--- config.mk ---
export PLATFORM = sky130hd
export DESIGN_NAME = l2_cache_control
export DESIGN_NICKNAME = d
export VERILOG_FILES = /design/src/rtl/l2_cache_control.sv
export SDC_FILE = /design/constraint.sdc
export NUM_CORES = 1
export LEC_CHECK = 0
export ABC_AREA = 1
export CAP_MARGIN = 5
export CORE_MARGIN = 10
export CORE_UTILIZATION = 49
export CTS_CLUSTER_DIAMETER = 150
export DETAILED_ROUTE_END_ITERATION = 7
export PLACE_DENSITY = 0.8
export RECOVER_POWER = 50
export SYNTH_ARGS = -nofsm -noshare
export SYNTH_HDL_FRONTEND = slang
export SYNTH_SLANG_ARGS = --single-unit
--- constraint.sdc ---
create_clock -name clk -period 1.73 [get_ports clk]
set_clock_uncertainty 0.05 [all_clocks]
set_input_delay 0.346 -clock clk [delete_from_list [all_inputs] [get_ports clk]]
set_output_delay 0.346 -clock clk [all_outputs]
set_load 0.05 [all_outputs]
--- src/rtl/l2_cache_control.sv ---
// l2_cache_control
//   Sequencing FSM for the 2-way L2 cache datapath. It decodes hit/miss from
//   the datapath tag compare, drives every array strobe and mux select of the
//   datapath, runs dirty-victim writeback and line fill over the pmem
//   handshake, and keeps saturating hit/miss counters.
//
// Ports
//   clk, rst                      clock, synchronous active-high reset
//   mem_read, mem_write           upstream request (held until mem_resp)
//   mem_resp                      one-cycle completion pulse
//   pmem_read, pmem_write         line fill / line writeback request
//   pmem_resp                     physical memory done (one cycle)
//   tag_0_hit, tag_1_hit          datapath per-way tag match
//   replace                       datapath victim way
//   dirt_0, dirt_1                datapath per-way valid-and-dirty
//   load_tag_*, load_valid_*,
//   load_dirty_*, load_lru        datapath array write strobes
//   dirty_in_0, dirty_in_1        dirty bit value to write
//   update                        00 idle, 10 fill way0, 01 fill way1, 11 CPU write
//   write_way                     way written by a CPU write hit
//   data_select                   0 = CPU wdata, 1 = pmem_rdata
//   pmem_out_sel                  0 = request address, 1 = victim address
//   hit_count, miss_count         saturating performance counters
module l2_cache_control #(
  parameter int CNT_W = 16
) (
  input  logic             clk,
  input  logic             rst,
  input  logic             mem_read,
  input  logic             mem_write,
  output logic             mem_resp,
  output logic             pmem_read,
  output logic             pmem_write,
  input  logic             pmem_resp,
  input  logic             tag_0_hit,
  input  logic             tag_1_hit,
  input  logic             replace,
  input  logic             dirt_0,
  input  logic             dirt_1,
  output logic             load_tag_0,
  output logic             load_tag_1,
  output logic             load_valid_0,
  output logic             load_valid_1,
  output logic             load_dirty_0,
  output logic             load_dirty_1,
  output logic             load_lru,
  output logic             dirty_in_0,
  output logic             dirty_in_1,
  output logic [1:0]       update,
  output logic             write_way,
  output logic             data_select,
  output logic             pmem_out_sel,
  output logic [CNT_W-1:0] hit_count,
  output logic [CNT_W-1:0] miss_count
);

  typedef enum logic [1:0] {
    IDLE      = 2'd0,
    CHECK     = 2'd1,
    WRITEBACK = 2'd2,
    FILL      = 2'd3
  } state_t;

  state_t state, state_nxt;

  // fill_settle: first CHECK cycle after a fill; the arrays were written on
  // the fill edge and the tag compare is not valid until the next cycle.
  // post_fill: the coming CHECK completion is the re-compare of a miss and
  // must not be counted as a hit.
  logic fill_settle, fill_settle_nxt;
  logic post_fill, post_fill_nxt;
  logic hit_inc, miss_inc;
  logic hit, req, victim_dirty;

  function automatic logic [CNT_W-1:0] sat_inc(input logic [CNT_W-1:0] v);
    return (&v) ? v : v + CNT_W'(1);
  endfunction

  assign hit          = tag_0_hit | tag_1_hit;
  assign req          = mem_read | mem_write;
  assign victim_dirty = replace ? dirt_1 : dirt_0;

  always_ff @(posedge clk) begin
    if (rst) begin
      state       <= IDLE;
      fill_settle <= 1'b0;
      post_fill   <= 1'b0;
      hit_count   <= '0;
      miss_count  <= '0;
    end else begin
      state       <= state_nxt;
      fill_settle <= fill_settle_nxt;
      post_fill   <= post_fill_nxt;
      if (hit_inc)  hit_count  <= sat_inc(hit_count);
      if (miss_inc) miss_count <= sat_inc(miss_count);
    end
  end

  always_comb begin
    state_nxt       = state;
    fill_settle_nxt = fill_settle;
    post_fill_nxt   = post_fill;
    hit_inc         = 1'b0;
    miss_inc        = 1'b0;
    mem_resp        = 1'b0;
    pmem_read       = 1'b0;
    pmem_write      = 1'b0;
    load_tag_0      = 1'b0;
    load_tag_1      = 1'b0;
    load_valid_0    = 1'b0;
    load_valid_1    = 1'b0;
    load_dirty_0    = 1'b0;
    load_dirty_1    = 1'b0;
    load_lru        = 1'b0;
    dirty_in_0      = 1'b0;
    dirty_in_1      = 1'b0;
    update          = 2'b00;
    write_way       = 1'b0;
    data_select     = 1'b0;
    pmem_out_sel    = 1'b0;

    unique case (state)
      IDLE: begin
        fill_settle_nxt = 1'b0;
        post_fill_nxt   = 1'b0;
        if (req) state_nxt = CHECK;
      end

      CHECK: begin
        if (fill_settle) begin
          fill_settle_nxt = 1'b0;
        end else if (!req) begin
          state_nxt     = IDLE;
          post_fill_nxt = 1'b0;
        end else if (hit) begin
          mem_resp      = 1'b1;
          load_lru      = 1'b1;
          hit_inc       = !post_fill;
          post_fill_nxt = 1'b0;
          state_nxt     = IDLE;
          // mem_write wins when both requests are high
          if (mem_write) begin
            update    = 2'b11;
            write_way = tag_1_hit;
            if (tag_1_hit) begin
              load_dirty_1 = 1'b1;
              dirty_in_1   = 1'b1;
            end else begin
              load_dirty_0 = 1'b1;
              dirty_in_0   = 1'b1;
            end
          end
        end else begin
          miss_inc      = 1'b1;
          post_fill_nxt = 1'b0;
          state_nxt     = victim_dirty ? WRITEBACK : FILL;
        end
      end

      WRITEBACK: begin
        pmem_write   = 1'b1;
        pmem_out_sel = 1'b1;
        if (pmem_resp) state_nxt = FILL;
      end

      FILL: begin
        pmem_read   = 1'b1;
        data_select = 1'b1;
        if (pmem_resp) begin
          state_nxt       = CHECK;
          fill_settle_nxt = 1'b1;
          post_fill_nxt   = 1'b1;
          // a reset landing on the response cycle must not write the arrays
          if (!rst) begin
            update       = replace ? 2'b01 : 2'b10;
            load_tag_0   = ~replace;
            load_tag_1   = replace;
            load_valid_0 = ~replace;
            load_valid_1 = replace;
            load_dirty_0 = ~replace;
            load_dirty_1 = replace;
          end
        end
      end

      default: state_nxt = IDLE;
    endcase
  end

endmodule
==> impl_metrics.tcl <==
set metrics [dict create \
    cts_made_buffers 5 \
    p_total_mw 2.01 \
    htreeDepth 2 \
    path_max_fanout 4 \
    num_antenna_cells 0 \
    coreArea_um2 4470 \
    dieWidth_um 88.7 \
    dr.pass1.iters 4 \
    ir_drop_mv 0.436 \
    die-area_um2 7870 \
    hold_buffers 0 \
    outcome "finished with violations" \
    fin_area_um2 3720 \
    final_cell_mix "nand2_1, nor2_1, buf_12" \
    worstSetupEndpointType "primary output" \
    hpwl_mm 5.93 \
    violations "setup timing" \
    grt_pass1_wl_mm 12.8 \
    grt_use_total_pct 20.2 \
    syn_inst 369 \
    hold_viol 0 \
    slew_headroom_pct 59.7 \
    placed_cell_area_um2 3630 \
    synth_warnings 0 \
    grt_max_degree 26 \
    numPortBuffers 58 \
    synth.distinct_cells 24 \
    grt-ovfl-total 0 \
    ioPinCount 59 \
    p_clk_share_pct 37.0 \
    leakage_nw 1.49 \
    maxSlewViolCount 0 \
    final_common_cell "nand2_1" \
    timing.final.ws_setup_ps -200 \
    pwr-share-seq_pct 42.8 \
    cp.required_ps 1330 \
    finalCriticalPeriod_ps 1930 \
    clock-sinks 36 \
    finalSetupViolCount 14 \
    max_freq_ghz 0.518 \
    p_switching_mw 0.573 \
    placementRows 24 \
    worst_ep_arrival_time_ps 1530 \
    drv_cap 0 \
    gp_congestion 0.861 \
    p_per_area_nw_per_um2 539 \
    remaining_drc_errors 0 \
    drt-total-wl_mm 8.33 \
    cts.clk_slew.worst_paths_ps 70 \
    seq_area_frac_synth_pct 31.1 \
    initial_core_util_pct 51.7 \
    area_growth_pct 60.8 \
    drt_iter0_drc 162 \
    final_util_pct 83.2 \
    drive_gt1_share_pct 29.0 \
    dieHeight_um 88.7 \
    grt_pass1_vias 2827 \
    finalCritPeriodShare_pct 112 \
    startpoint_type "flip-flop" \
    fin_cells 518 \
    ys_ff_latch 36 \
    root_buffer "clkbuf_8" \
    dpl.cell_count 507 \
    synth_area_um2 2310 \
    p_sw_share_pct 28.6 \
    holdWs_ps 456 \
    num-nets-final 481 \
    clk_path_buf_depth 2 \
    synth_area_per_cell_um2 6.27 \
    antenna_found_initial 0 \
    via_count 2842 \
    rsz0062_at_grt "yes" \
    routed_via_density 5.49 \
    hold_class "flip-flop to flip-flop" \
    cts_tree "yes" \
    avgRoutedWirePerCell_um 16.1 \
    power_frac_comb_pct 20.2 \
    ant_nets 0 \
    syn-num-nets 385 \
    intPower_mw 1.43 \
    worstMarginPinSlew_ps 607 \
    worstSetupPathType "flip-flop to primary output" \
    clk_latency_ps 300 \
]
## critical path, stage by stage (launching register included)
cell,delay (ps)
dfxtp_4,380
ha_4,150
inv_4,50
nor4_4,310
inv_2,110
o21ai_4,80
buf_12,150
## Yosys cell counts, drive strengths merged
library cell / count / share of area [%]
nand2: 117 / 19
xnor2: 4 / 1.5
nor4: 2 / 0.54
nand3: 25 / 5.4
o21ai: 11 / 2.5
a211oi: 1 / 0.32
nand3b: 2 / 0.81
inv: 39 / 6.3
clkinv: 1 / 0.16
nor2: 62 / 12
ha: 6 / 3.2
a21oi: 29 / 6.3
xor2: 7 / 2.6
nand4: 12 / 3.2
buf: 10 / 3.9
o211ai: 1 / 0.32
clkbuf: 4 / 0.65
dfxtp: 36 / 31
## per-layer routing
layer / vias up / GRT usage, % / routed length [µm]
li1: 1363 / - / -
met1: 1361 / 20.8 / 3090
met2: 100 / 37.5 / 4480
met3: 18 / 6.43 / 603
met4: 0 / 6.61 / 147
met5: - / 0 / 0
## final cells by class
class / instances / area (µm²)
well taps: 52 / 65.1
multi-input cells: 280 / 1510
flip-flops and latches: 36 / 742
repair buffers: 102 / 1140
clock buffers: 6 / 72.6
inverters: 40 / 156
fillers: 279 / 753
clock inverters: 2 / 35.0
## power by group through the flow
| stage | clock (mW) | combinational, mW | sequential (mW) |
|---|---|---|---|
| final | 0.742 | 0.406 | 0.858 |
| after global routing | 0.785 | 0.430 | 0.860 |
| after CTS | 0.745 | 0.393 | 0.857 |
| after detailed placement | 0 | 0.387 | 0.877 |
| after global placement | 0 | 0.377 | 0.876 |
| after floorplan | 0 | 0.205 | 0.899 |
## sequential cells by signal (all words and copies together) (netlist names)
register,cells
state,2
hit_count,16
fill_settle,1
miss_count,16
post_fill,1
## logic make-up (layout without fill, tap and decap cells)
family          Yosys count  after routing  share of synthesized area [%]
simple gates            220            220                           41.0
buf+inv                  54            150                           11.0
compound gates           42             43                           9.46
flops                    36             36                           31.1
xor+xnor                 11             11                           4.16
fa+ha+maj                 6              6                           3.24
## per-stage QoR
stage          setup TNS (ps)  setup WS [ps]
4_1_cts                 -2070           -213
6_report                -1900           -200
3_3_place_gp            -6570           -201
5_1_grt                 -3280           -254
3_5_place_dp            -9190           -261
2_1_floorplan           -2450           -426
## path summary, 6_finish.rpt
path / end / slack, ps / from / cells after the start
hold / removal: hit_count[5] / 460 / hit_count[5] / 2
setup reg to reg: miss_count[13] / 0 / miss_count[4] / 8
hold reg to reg: hit_count[5] / 460 / hit_count[5] / 2
setup / recovery: load_dirty_1 / -200 / state[1] / 6
## timing repair
item,CTS,global route
endpoints found under the setup margin,15,36
gates resized for setup,11,16
setup buffers,0,2
pin swaps,8,6
cloned,0,1
Note: power is estimated with default switching activity, not from simulation.
